File: config.mk
export PLATFORM = sky130hd
export DESIGN_NAME = spi_slave_stream
export DESIGN_NICKNAME = d
export VERILOG_FILES = /design/src/rtl/spi_stream_pkg.sv /design/src/rtl/sync_fifo.sv /design/src/rtl/spi_slave_stream.sv
export SDC_FILE = /design/constraint.sdc
export NUM_CORES = 1
export LEC_CHECK = 0
export ABC_AREA = 1
export BUFFER_PORTS_ARGS = -buffer_cell sky130_fd_sc_hd__clkbuf_2
export CORE_UTILIZATION = 30
export DETAILED_ROUTE_END_ITERATION = 8
export PLACE_DENSITY_LB_ADDON = 0.1
export SLEW_MARGIN = 30
export SYNTH_ARGS = -nofsm -noshare
export SYNTH_HDL_FRONTEND = slang
export SYNTH_SLANG_ARGS = --single-unit
export TNS_END_PERCENT = 50
File: constraint.sdc
create_clock -name clk -period 3.18 [get_ports clk]
set_input_delay 0 -clock clk [delete_from_list [all_inputs] [get_ports clk]]
set_output_delay 0 -clock clk [all_outputs]
set_load 0.02 [all_outputs]
File: src/rtl/spi_stream_pkg.sv
// spi_stream_pkg
// Shared definitions for the streaming SPI slave:
//   - bit positions inside the sticky err_flags vector
//   - FSM state encoding
//   - helper that derives which SCLK edge samples MOSI from CPOL/CPHA
package spi_stream_pkg;

    localparam int ERR_RX_OVF = 0;
    localparam int ERR_TX_UNF = 1;
    localparam int ERR_ABORT  = 2;

    typedef enum logic {
        IDLE   = 1'b0,
        ACTIVE = 1'b1
    } spi_state_t;

    // Leading edge is rising when CPOL=0 and falling when CPOL=1.
    // CPHA=0 samples on the leading edge and CPHA=1 on the trailing edge.
    // Together, sampling happens on the rising edge exactly when CPOL == CPHA.
    function automatic logic sample_on_rising(input logic cpol, input logic cpha);
        return ~(cpol ^ cpha);
    endfunction

endpackage

File: src/rtl/sync_fifo.sv
// sync_fifo
// Registered first-word-fall-through FIFO. The head entry is always visible
// on pop_data. A push into an empty FIFO becomes visible on the next clock;
// nothing bypasses the storage.
// Ports:
//   clk, reset_n         system clock, asynchronous active-low reset
//   push, push_data      write request and data (ignored when full unless popping)
//   full                 no free entry
//   pop, pop_data        read request (ignored when empty) and head data
//   empty                no stored entry
//   level                occupancy, updated the cycle after a handshake
module sync_fifo #(
    parameter int WIDTH = 8,
    parameter int DEPTH = 16
) (
    input  logic                     clk,
    input  logic                     reset_n,
    input  logic                     push,
    input  logic [WIDTH-1:0]         push_data,
    output logic                     full,
    input  logic                     pop,
    output logic [WIDTH-1:0]         pop_data,
    output logic                     empty,
    output logic [$clog2(DEPTH):0]   level
);

    localparam int AW = $clog2(DEPTH);

    logic [WIDTH-1:0] mem [DEPTH];
    logic [AW-1:0]    wr_ptr;
    logic [AW-1:0]    rd_ptr;
    logic [AW:0]      count;
    logic             do_push;
    logic             do_pop;

    assign empty    = (count == '0);
    assign full     = (count == (AW+1)'(DEPTH));
    assign level    = count;
    assign pop_data = mem[rd_ptr];

    // A pop frees the slot the simultaneous push lands in, so push is still
    // accepted when full. Popping an empty FIFO does nothing.
    assign do_pop  = pop && !empty;
    assign do_push = push && (!full || do_pop);

    always_ff @(posedge clk or negedge reset_n) begin
        if (!reset_n) begin
            for (int i = 0; i < DEPTH; i++) begin
                mem[i] <= '0;
            end
            wr_ptr <= '0;
            rd_ptr <= '0;
            count  <= '0;
        end else begin
            if (do_push) begin
                mem[wr_ptr] <= push_data;
                wr_ptr      <= wr_ptr + 1'b1;
            end
            if (do_pop) begin
                rd_ptr <= rd_ptr + 1'b1;
            end
            count <= count + (AW+1)'(do_push) - (AW+1)'(do_pop);
        end
    end

endmodule

File: src/rtl/spi_slave_stream.sv
// spi_slave_stream
// SPI slave that oversamples SCLK/MOSI/SS_n in the clk domain and streams
// whole words through RX and TX FIFOs with valid/ready handshakes.
// Ports:
//   clk, reset_n                 system clock, asynchronous active-low reset
//   spi_sclk, spi_mosi, spi_ss_n SPI inputs from the controller (asynchronous)
//   spi_miso, spi_miso_oe        slave data out and its enable (high while selected)
//   rx_data, rx_valid, rx_ready  received word stream
//   tx_data, tx_valid, tx_ready  words to transmit
//   rx_level, tx_level           FIFO occupancies
//   err_flags, err_clr           sticky {frame_abort, tx_underflow, rx_overflow}, clear
module spi_slave_stream
    import spi_stream_pkg::*;
#(
    parameter int                DATA_W      = 8,
    parameter int                FIFO_DEPTH  = 16,
    parameter bit                CPOL        = 1'b0,
    parameter bit                CPHA        = 1'b0,
    parameter bit                MSB_FIRST   = 1'b1,
    parameter int                SYNC_STAGES = 2,
    parameter logic [DATA_W-1:0] TX_FILL     = '0
) (
    input  logic                          clk,
    input  logic                          reset_n,
    input  logic                          spi_sclk,
    input  logic                          spi_mosi,
    input  logic                          spi_ss_n,
    output logic                          spi_miso,
    output logic                          spi_miso_oe,
    output logic [DATA_W-1:0]             rx_data,
    output logic                          rx_valid,
    input  logic                          rx_ready,
    input  logic [DATA_W-1:0]             tx_data,
    input  logic                          tx_valid,
    output logic                          tx_ready,
    output logic [$clog2(FIFO_DEPTH):0]   rx_level,
    output logic [$clog2(FIFO_DEPTH):0]   tx_level,
    output logic [2:0]                    err_flags,
    input  logic                          err_clr
);

    localparam bit                SAMPLE_RISE = sample_on_rising(CPOL, CPHA);
    localparam int                CNT_W       = $clog2(DATA_W);
    localparam logic [CNT_W-1:0]  LAST_BIT    = CNT_W'(DATA_W - 1);

    logic [SYNC_STAGES-1:0] sclk_sync;
    logic [SYNC_STAGES-1:0] mosi_sync;
    logic [SYNC_STAGES-1:0] ss_sync;
    logic                   sclk_s, sclk_q, mosi_s, ss_s, ss_q;
    logic                   sclk_rise, sclk_fall, sample_edge, shift_edge;
    logic                   ss_fall, ss_rise;

    spi_state_t             state, next_state;
    logic                   active;

    logic [CNT_W-1:0]       bit_cnt;
    logic [DATA_W-1:0]      rx_shift, rx_next, rx_word;
    logic                   rx_push;
    logic [DATA_W-1:0]      tx_shift, tx_shifted, tx_fifo_data;
    logic                   tx_load, abort;
    logic                   rx_full, rx_empty, tx_full, tx_empty;
    logic [2:0]             err_set;

    // Synchronisers reset to the idle bus levels so no spurious edge or
    // select is seen when reset is released.
    always_ff @(posedge clk or negedge reset_n) begin
        if (!reset_n) begin
            sclk_sync <= {SYNC_STAGES{CPOL}};
            mosi_sync <= '0;
            ss_sync   <= '1;
            sclk_q    <= CPOL;
            ss_q      <= 1'b1;
        end else begin
            sclk_sync <= {sclk_sync[SYNC_STAGES-2:0], spi_sclk};
            mosi_sync <= {mosi_sync[SYNC_STAGES-2:0], spi_mosi};
            ss_sync   <= {ss_sync[SYNC_STAGES-2:0], spi_ss_n};
            sclk_q    <= sclk_s;
            ss_q      <= ss_s;
        end
    end

    assign sclk_s      = sclk_sync[SYNC_STAGES-1];
    assign mosi_s      = mosi_sync[SYNC_STAGES-1];
    assign ss_s        = ss_sync[SYNC_STAGES-1];
    assign sclk_rise   = sclk_s & ~sclk_q;
    assign sclk_fall   = ~sclk_s & sclk_q;
    assign sample_edge = SAMPLE_RISE ? sclk_rise : sclk_fall;
    assign shift_edge  = SAMPLE_RISE ? sclk_fall : sclk_rise;
    assign ss_fall     = ss_q & ~ss_s;
    assign ss_rise     = ~ss_q & ss_s;

    always_ff @(posedge clk or negedge reset_n) begin
        if (!reset_n) begin
            state <= IDLE;
        end else begin
            state <= next_state;
        end
    end

    always_comb begin
        next_state = state;
        case (state)
            IDLE:    if (ss_fall) next_state = ACTIVE;
            ACTIVE:  if (ss_rise) next_state = IDLE;
            default: next_state = IDLE;
        endcase
    end

    always_comb begin
        active      = (state == ACTIVE);
        spi_miso_oe = active;
    end

    // With CPHA=0 the first bit must be on MISO before the first edge, so
    // the word is loaded on select; otherwise it is loaded by the shift edge
    // that starts each word.
    assign tx_load = (!CPHA && (state == IDLE) && ss_fall) ||
                     (active && shift_edge && (bit_cnt == '0));
    assign abort   = active && ss_rise && (bit_cnt != '0);

    assign tx_shifted = MSB_FIRST ? {tx_shift[DATA_W-2:0], 1'b0}
                                  : {1'b0, tx_shift[DATA_W-1:1]};
    assign rx_next    = MSB_FIRST ? {rx_shift[DATA_W-2:0], mosi_s}
                                  : {mosi_s, rx_shift[DATA_W-1:1]};
    assign spi_miso   = MSB_FIRST ? tx_shift[DATA_W-1] : tx_shift[0];

    always_comb begin
        err_set             = '0;
        err_set[ERR_RX_OVF] = rx_push && rx_full && !rx_ready;
        err_set[ERR_TX_UNF] = tx_load && tx_empty;
        err_set[ERR_ABORT]  = abort;
    end

    // A completed word is held in rx_word and pushed one clock later.
    always_ff @(posedge clk or negedge reset_n) begin
        if (!reset_n) begin
            bit_cnt   <= '0;
            rx_shift  <= '0;
            rx_word   <= '0;
            rx_push   <= 1'b0;
            tx_shift  <= '0;
            err_flags <= '0;
        end else begin
            rx_push <= 1'b0;
            if (tx_load) begin
                tx_shift <= tx_empty ? TX_FILL : tx_fifo_data;
            end else if (active && shift_edge) begin
                tx_shift <= tx_shifted;
            end
            if (abort) begin
                bit_cnt  <= '0;
                rx_shift <= '0;
            end else if (active && sample_edge) begin
                rx_shift <= rx_next;
                if (bit_cnt == LAST_BIT) begin
                    bit_cnt <= '0;
                    rx_word <= rx_next;
                    rx_push <= 1'b1;
                end else begin
                    bit_cnt <= bit_cnt + 1'b1;
                end
            end
            err_flags <= (err_flags & ~{3{err_clr}}) | err_set;
        end
    end

    sync_fifo #(.WIDTH(DATA_W), .DEPTH(FIFO_DEPTH)) u_rx_fifo (
        .clk       (clk),
        .reset_n   (reset_n),
        .push      (rx_push),
        .push_data (rx_word),
        .full      (rx_full),
        .pop       (rx_ready),
        .pop_data  (rx_data),
        .empty     (rx_empty),
        .level     (rx_level)
    );

    sync_fifo #(.WIDTH(DATA_W), .DEPTH(FIFO_DEPTH)) u_tx_fifo (
        .clk       (clk),
        .reset_n   (reset_n),
        .push      (tx_valid),
        .push_data (tx_data),
        .full      (tx_full),
        .pop       (tx_load),
        .pop_data  (tx_fifo_data),
        .empty     (tx_empty),
        .level     (tx_level)
    );

    assign rx_valid = !rx_empty;
    assign tx_ready = !tx_full;

endmodule

* After elaboration in Yosys (flattened, before gate mapping)
Cells that the tools add are included.
Word-level totals: register bits after elaboration 321, bits in latches 0, bits in writable memories 0, bits in read-only memories 0, input port bits 16, output and inout port bits 25, word-level logic and storage cells 141, memories kept 0
Operators by class: add/subtract/negate cells 9, multiply operators 0, divide/modulo/power cells 0, order comparisons 6, equality and inequality tests 3, shifts and indexed selects 0, muxes and demuxes 26, bitwise operators 17, reduce and logical (&&, ||, !) cells 30
Operators by type and width (number):
- bitwise mux 128 bit | 2
- two-way mux 8 bit | 9
- binary-select mux 8 bit (select 4 bit) | 2
- demux 8 bit (select 4 bit) | 2
- >= comparator 5 bit (second input constant) | 4
- NOT 4 -> 5 bit | 4
- adder 4 x 1 -> 4 bit (second input constant) | 4
- logical AND 1 bit | 15
- two-way mux 7 bit | 2
- adder 5 x 1 -> 5 bit | 2
- equality test 5 bit (second input constant) | 2
- logical NOT 5 bit | 2
- < comparator 5 x 1 -> 1 bit (second input constant) | 2
- subtractor 5 x 1 -> 5 bit | 2
- two-way mux 3 bit | 3
- NOT 1 bit | 6
- logical NOT 1 bit | 5
- two-way mux 1 bit | 5
- bitwise AND 1 bit | 4
- nonzero test 2 bit | 2
- adder 3 x 1 -> 3 bit (second input constant) | 1
- bitwise AND 3 bit | 1
- equality test 3 bit (second input constant) | 1
- logical NOT 3 bit | 1
- other kinds (6) | 8

* Longest topological paths before layout
Gate-level depths: netlist of the first run.
word-level depth 10, gate-level depth with buffers 15, mapped depth without buffers 15

* By module
Synthesis of the first run repeated with hierarchy kept, for this count alone.
Unflattened totals: cells, all modules 2326, area total of the unflattened synthesis 17850.9 um2
Modules (own cells, without submodules):
- sync_fifo at u_tx_fifo | times used 1, cells each 1070, area an instance 8104.0 um2, sequential area each 3528.4 um2
- sync_fifo at u_rx_fifo | times used 1, cells each 1072, area an instance 8076.5 um2, sequential area each 3528.4 um2
- spi_slave_stream | times used 1, cells each 184, area an instance 1670.4 um2, sequential area each 979.7 um2

* Worst setup path after synthesis of the first run
Ideal clock, no wire load.
path kind reg-to-reg, start register u_rx_fifo.count[3], in the netlist u_rx_fifo.level[3], end register u_rx_fifo.count[4], in the netlist u_rx_fifo.level[4], setup time 0.079 ns, arrival time 2.572 ns, required time 3.101 ns, setup slack 0.529 ns, stages on the path, launching flop included 16, path buffers 0, period minus slack after synthesis 2.651 ns, cell sequence dfrtp_1 inv_1 ha_1 nand2_1 nor2_1 nand2_1 nand2_1 inv_1 ha_1 inv_1 ha_1 fa_1 a21oi_1 nor2_1 nor2_1 xor2_1
Between the ends: longest elaborated chain between the ends 7, elaborated cells on any way between the ends 9, classes of those cells add/sub: 2; eq/ne: 1; reduce/logical: 6
RTL lines:
- start: declaration | RTL line sync_fifo.sv:32 | logic [AW:0] count;
- start signal: assignment | RTL line sync_fifo.sv:62 | count <= count + (AW+1)'(do_push) - (AW+1)'(do_pop);
- logical NOT 5 bit (*) | RTL line sync_fifo.sv:36 | assign empty = (count == '0);
- logical NOT 1 bit (*)
- net rx_valid | RTL line spi_slave_stream.sv:31 | output logic rx_valid,
- logical AND 1 bit (*) | RTL line sync_fifo.sv:43 | assign do_pop = pop && !empty;
- net u_rx_fifo.do_pop | RTL line sync_fifo.sv:34 | logic do_pop;
- logical OR 1 bit | RTL line sync_fifo.sv:44 | assign do_push = push && (!full || do_pop);
- logical AND 1 bit | RTL line sync_fifo.sv:44
- adder 5 x 1 -> 5 bit | RTL line sync_fifo.sv:62
- subtractor 5 x 1 -> 5 bit (*) | RTL line sync_fifo.sv:62
The timed path passes the listed nets; every way through them passes the cells marked *. A chain may end at the register's enable or synchronous reset.

* Final worst setup path of the first run
start register u_rx_fifo.count[3], in the netlist u_rx_fifo.level[3], end register u_rx_fifo.count[4], in the netlist u_rx_fifo.level[4]
Between the ends: longest elaborated chain between the ends 7, elaborated cells on any way between the ends 9, classes of those cells add/sub: 2; eq/ne: 1; reduce/logical: 6
RTL lines (RTL line):
- logical NOT 5 bit (*) | sync_fifo.sv:36
- logical NOT 1 bit (*) | sync_fifo.sv:43
- logical AND 1 bit (*) | sync_fifo.sv:43
- net u_rx_fifo.do_pop | sync_fifo.sv:34
- logical OR 1 bit | sync_fifo.sv:44
- logical AND 1 bit | sync_fifo.sv:44
- adder 5 x 1 -> 5 bit | sync_fifo.sv:62
- subtractor 5 x 1 -> 5 bit (*) | sync_fifo.sv:62
Marked as above.

==> results.py, run 1 <==
metrics = {
    "critical_path": {
        "r2r-start": "u_rx_fifo.level[3]$_DFF_PN0_",
        "crit_path_start": "u_rx_fifo.level[3]$_DFF_PN0_",
        "worstPathCellList": "inv_1, ha_1, nand2_1, nor2_1, nand2_1, nand2_1, inv_1, ha_1, inv_1, ha_1, fa_1, a21oi_1, nor2_1, nor2_1, xor2_1",
        "critPathMaxFanout": 4,
        "start_kind": "flip-flop",
        "r2r_cells": 15,
        "crit_slowest_cell": "dfrtp_1",
        "cp_slowest_stage_delay_ns": 0.40,
        "crit_type": "reg2reg",
        "regToRegSetupSlack_ns": 0.54,
        "arrival_ns": 3.11,
        "required_ns": 3.65,
        "crit_path_end_kind": "flip-flop",
        "rr_endpoint": "u_rx_fifo.level[4]$_DFF_PN0_",
    },
    "yosys": {
        "synth_area_per_cell_um2": 8.46,
        "synth_top_area_share_pct": 52.5,
        "synthSimpleGateAreaFrac_pct": 21.2,
        "syn-num-nets": 1836,
        "synth_area_um2": 15200,
        "synth_top_cell_by_area": "dfrtp_1",
        "netlist_instances": 1793,
        "synth_xor_area_share_pct": 1.15,
        "synthTopCellsByArea": "dfrtp_1, nand2_1, o21ai_0",
        "synth-seq-area-share_pct": 53.0,
        "synth_seq_cells": 321,
        "synth-warning-count": 0,
        "synth_fa_ha_area_share_pct": 2.33,
        "synth_top_family_by_area": "simple AND/OR/NAND/NOR gates",
        "synth.area.mux_share_pct": 0,
        "synth_compound_area_share_pct": 14.7,
        "synth_cell_types": 33,
    },
    "cts": {
        "clockBufferDepth": 3,
        "cts_root_buf": "clkbuf_16",
        "cts_setup_buffers": 0,
        "cts_max_level": 2,
        "clk_pin_slew_worst_paths_ns": 0.06,
        "cts.sink_count": 321,
        "clock_latency_ns": 0.56,
        "cts_tree": "yes",
        "cts_buffers": 40,
        "cts_hold_buf": 9,
        "cts_resized": 0,
    },
    "hold_path": {
        "hold_path.class": "in2async",
    },
    "place": {
        "gp_congestion": 0.747,
        "port_buffers": 40,
        "dp_cells": 2424,
        "place_area_um2": 15900,
        "hpwlAfterDp_mm": 27.3,
    },
    "cells_and_area": {
        "drive_gt1_share_pct": 10.8,
        "diodes": 0,
        "regArea_um2": 8040,
        "nNetsFinal": 1846,
        "multi_input_area_um2": 5980,
        "fin_area_um2": 17300,
        "n_fill_cell": 5398,
        "instances_no_fill": 2504,
        "syn2layout_area_growth_pct": 14.0,
    },
    "routing": {
        "dr.first_iter.drc_count": 797,
        "drc": 0,
        "routed_wl_mm": 43.4,
        "wl_per_cell_um": 17.3,
        "drtAntennaViolNets": 0,
        "dr.pass1.iters": 5,
        "via_per_inst": 4.65,
        "vias": 11600,
    },
    "timing": {
        "drv_slew": 0,
        "setup_viol": 0,
        "rsz0062_at_grt": "no",
        "hold_violations": 0,
        "setup_tns_ns": 0,
        "fin_crit_ns": 2.64,
        "post-route-period-util_pct": 82.9,
        "finalHoldWorstSlack_ns": 0.0672,
        "tightestPinTransition_ns": 1.02,
        "max_freq_mhz": 379,
        "fin_skew_ns": 0.0188,
        "relSlewSlack_pct": 31.7,
    },
    "job": {
        "max_cap_violations": 0,
    },
    "status": {
        "status": "completed",
    },
    "floorplanning": {
        "row_count": 82,
        "dieArea_um2": 51500,
        "ioPinCount": 41,
        "initial_core_util_pct": 30.3,
        "core_area_um2": 50100,
        "die_w_um": 227,
        "die_h_um": 227,
    },
    "power": {
        "powerDensity_nw_per_um2": 941,
        "p_total_mw": 16.3,
        "total_leakage_power_nw": 8.18,
        "ir_drop_v": 0.000419,
    },
    "global_routing": {
        "antenna_found_initial": 0,
        "grt_max_degree": 90,
        "grt_pass1_wl_mm": 68.6,
        "first_global_vias": 11300,
        "track_usage_pct": 17.5,
        "grt-ovfl-total": 0,
    },
}
## through the flow
stage / util (%) / setup WS [ns]
global placement: 31.7 / 0.553
global route: 34.5 / 0.260
floorplan: - / 0.529
detailed placement: 31.7 / 0.529
finish: 34.5 / 0.544
CTS: 34.5 / 0.506
## power breakdown
group          total [mW]  internal [mW]  switching, mW  leakage, nW
sequential           5.72           5.07          0.649         4.23
combinational        6.00           2.00           4.00         3.30
clock                4.56           2.74           1.81        0.655
## cell usage after synthesis
cell and count:
ha_1 25, nand2_2 1, inv_1 150, buf_12 1
clkbuf_1 50, nand3_2 8, fa_1 2, dfstp_2 3
nor2_4 1, xnor2_1 1, buf_2 26, nor2_1 135
nand2_1 467, buf_1 9, inv_4 1, dfrtp_1 318
o22ai_1 8, buf_4 2, clkinv_1 3, buf_6 16
o21ai_1 94, o21ai_2 29, inv_2 3, xor2_1 19
a21oi_1 11, o211ai_1 32, nand3_1 118, nand4_1 9
nor2_2 2, nand2_4 17, o32ai_1 1, nor3_2 1
o21ai_0 230
## layout by cell type, fill, tap and decap left out, types with 9 or more instances in the layout
master,instances
o211ai_1,32
o21ai_2,29
ha_1,25
a21oi_1,11
dfrtp_1,315
nand2_1,467
dlygate4sd3_1,9
nand4_1,9
clkbuf_2,39
clkbuf_8,13
nor2_1,135
nand3_1,118
xor2_1,19
nand2_4,17
clkbuf_16,41
o21ai_0,230
o21ai_1,94
inv_1,147
buf_4,18
## layout make-up
class	instances	area share (%)
Tap cell	672	4.86
Timing Repair Buffer	72	3.10
Inverter	157	3.42
Clock inverter	9	0.448
Sequential cell	321	46.5
Multi-Input combinational cell	1211	34.5
Clock buffer	62	7.14
## routing by layer
| metal | part of all wire [%] | global-route usage (%) |
|---|---|---|
| met1 | 46 | 22.6 |
| met2 | 49 | 30.1 |
| met3 | 2.7 | 2.31 |
| met4 | 2.5 | 5.71 |
| met5 | 0 | 0 |
## worst max-delay path, delay by kind of cell (launching register included)
family | cells | cell delay (ns)
flip-flops | 1 | 0.40
adder cells (fa/ha/maj) | 4 | 1.03
AO/OA/AOI/OAI | 1 | 0.15
AND/OR/NAND/NOR | 6 | 0.60
buffers and inverters | 3 | 0.21
XOR/XNOR | 1 | 0.16
## flip-flops by register name, summed over array words and instances (netlist names), 2 cells and up
register	cells
u_tx_fifo.level	5
rx_word	8
mosi_sync	2
bit_cnt	3
u_rx_fifo.level	5
ss_sync	2
u_rx_fifo.mem	128
u_rx_fifo.rd_ptr	4
sclk_sync	2
tx_shift	8
u_tx_fifo.wr_ptr	4
u_rx_fifo.wr_ptr	4
err_flags	3
u_tx_fifo.rd_ptr	4
rx_shift	7
u_tx_fifo.mem	128
## worst max path at each step
| stage | endpoint | slack, ns |
|---|---|---|
| finish | u_rx_fifo.level[4]$_DFF_PN0_ | 0.54 |
| global route | u_tx_fifo.level[4]$_DFF_PN0_ | 0.26 |
| CTS | u_rx_fifo.level[4]$_DFF_PN0_ | 0.51 |
| detailed placement | u_rx_fifo.level[4]$_DFF_PN0_ | 0.53 |
| global placement | u_rx_fifo.level[4]$_DFF_PN0_ | 0.55 |
| floorplan | u_rx_fifo.level[4]$_DFF_PN0_ | 0.53 |
## logic make-up after synthesis
kind of cell / after synthesis
fa+ha+maj: 27
compound gates: 405
flops: 321
xor+xnor: 20
simple gates: 759
buf+inv: 261
Power figures use the tool's default switching activity.
==> inputs of run 2 (changes only) <==
==> constraint.sdc (replaced) <==
create_clock -name clk -period 2.5 [get_ports clk]
set_input_delay 0 -clock clk [delete_from_list [all_inputs] [get_ports clk]]
set_output_delay 0 -clock clk [all_outputs]
set_load 0.02 [all_outputs]
==> run 2 against run 1 <==
Net effect:
- register-to-register slack got worse by 0.38 ns
- combinational power increased by 35%
- critical path depth decreased by 9
- worst setup slack got worse by 0.40 ns
==> results.py, run 2 (synthesis gave the netlist of run 1 again) <==
metrics = {
    "cts": {
        "clock_latency_ns": 0.56,
        "cts_tree": "yes",
        "cts_buffers": 41,
        "clk_pin_slew_worst_paths_ns": 0.06,
        "clockBufferDepth": 3,
        "cts_max_level": 2,
        "cts_root_buf": "clkbuf_16",
        "cts.sink_count": 321,
    },
    "timing": {
        "final.setup.worst_slack_ns": 0.144,
        "fin_skew_ns": 0.0166,
        "drv_slew": 0,
        "setup_viol": 0,
        "post-route-period-util_pct": 94.2,
        "relSlewSlack_pct": 38.9,
        "hold_violations": 0,
        "rsz0062_at_grt": "no",
        "tightestPinTransition_ns": 0.916,
        "setup_tns_ns": 0,
        "max_freq_mhz": 424,
        "fin_crit_ns": 2.36,
    },
    "global_routing": {
        "antenna_found_initial": 0,
        "first_global_vias": 11800,
        "track_usage_pct": 17.8,
        "grt_max_degree": 72,
        "grt_pass1_wl_mm": 70.2,
        "grt-ovfl-total": 0,
    },
    "hold_path": {
        "hold_path.class": "in2async",
    },
    "floorplanning": {
        "dieArea_um2": 51500,
        "ioPinCount": 41,
        "initial_core_util_pct": 30.3,
        "die_h_um": 227,
        "row_count": 82,
        "core_area_um2": 50100,
        "die_w_um": 227,
    },
    "cells_and_area": {
        "nNetsFinal": 1885,
        "diodes": 0,
        "final_cell_mix": "nand2_1, dfrtp_1, o21ai_0",
        "instances_no_fill": 2545,
        "syn2layout_area_growth_pct": 17.7,
        "top_regs": "u_rx_fifo.mem x128, u_tx_fifo.mem x128",
        "final_common_cell": "nand2_1",
        "drive_gt1_share_pct": 14.0,
    },
    "routing": {
        "dr.first_iter.drc_count": 845,
        "drtAntennaViolNets": 0,
        "dr.pass1.iters": 9,
        "wl_met2_mm": 21.1,
        "routed_wl_mm": 44.0,
        "via_per_inst": 4.66,
        "wl_met3_mm": 1.29,
        "drc": 0,
        "routed.top_layer": "met4",
        "wl_per_cell_um": 17.3,
        "vias": 11900,
        "met1Wirelength_mm": 20.4,
    },
    "critical_path": {
        "start_kind": "flip-flop",
        "cp_top_family": "buffers and inverters",
        "crit_path_end_kind": "output port",
        "path_buf_inv": 2,
        "arrival_ns": 2.36,
        "crit_type": "reg2out",
        "crit_slowest_cell": "buf_6",
        "critPathMaxFanout": 66,
        "required_ns": 2.50,
        "worstPathCellList": "buf_6, o21ai_0, o211ai_1, nand3_1, nand2_1, clkbuf_2",
        "cp_slowest_stage_delay_ns": 0.44,
        "regToRegSetupSlack_ns": 0.16,
    },
    "power": {
        "ir_drop_v": 0.000602,
        "powerDensity_nw_per_um2": 1210,
        "total_leakage_power_nw": 8.42,
    },
    "place": {
        "gp_congestion": 0.758,
        "port_buffers": 40,
        "pre_cts_slack_ns": -0.0472,
        "hpwlAfterDp_mm": 27.7,
        "dp_cells": 2449,
    },
    "job": {
        "max_cap_violations": 0,
    },
    "status": {
        "status": "completed",
    },
}
-- run 2: cell count changes in the layout (fill, tap and decap cells not counted), moves of 5 or more --
cell,delta
buf_4,+29
clkbuf_8,-5
ha_1,-5
inv_1,-5
nand2_1,-5
nand2_2,+5
-- run 2: worst paths after layout --
path,startpoint,to,depth (start not counted)
setup / recovery,u_rx_fifo.rd_ptr[0]$_DFFE_PN0P_,rx_data[0],6
hold / removal,reset_n,u_rx_fifo.mem[59]$_DFFE_PN0P_,2
setup reg to reg,bit_cnt[0]$_DFFE_PN0P_,u_tx_fifo.level[4]$_DFF_PN0_,14
hold reg to reg,mosi_sync[0]$_DFF_PN0_,mosi_sync[1]$_DFF_PN0_,0
max in group asynchronous,reset_n,ss_q$_DFF_PN1_,3
min in group clk,spi_ss_n,ss_sync[0]$_DFF_PN1_,2
-- run 2: power breakdown --
group          total [mW]  internal, mW  switching (mW)  leakage, nW
Sequential           7.24          6.46           0.779         4.22
Clock                6.22          3.84            2.39        0.697
Combinational        8.10          2.81            5.28         3.50
Total                21.6          13.1            8.45         8.42
-- run 2: metal layers --
metal	track usage (%)	vias to the layer above
met5	0	-
met4	5.75	0
met3	2.42	63
met2	30.2	170
met1	23.4	5708
li1	-	5921
-- run 2: timing repair --
action / 4_1_cts / 5_1_grt
buffers inserted: 1 / 8
endpoints found under the setup margin: 5 / 8
resized for setup: 2 / 26
pin swaps: 1 / 11
cloned: 0 / 1
hold buffers: 12 / 0
hold endpoints to repair: 248 / 0
-- run 2: per-stage QoR --
stage	hold WS, ns	cell area, µm²	utilization, %	total power [mW]
2_1_floorplan	-0.296	15200	-	12.6
3_3_place_gp	0.0595	16100	32.2	15.2
3_5_place_dp	0.0676	16100	32.2	15.3
4_1_cts	0.0638	17700	35.3	21.7
5_1_grt	0.116	17900	35.7	23.2
6_report	0.0635	17900	35.7	21.6
-- run 2: final cells by class --
class	instances	area (µm²)
sequential	321	8050
clock buffer	57	1190
inverter	157	597
clock inverter	17	230
timing repair buffer	110	900
tap	672	841
fill	5340	32200
multi-input combinational	1211	6060
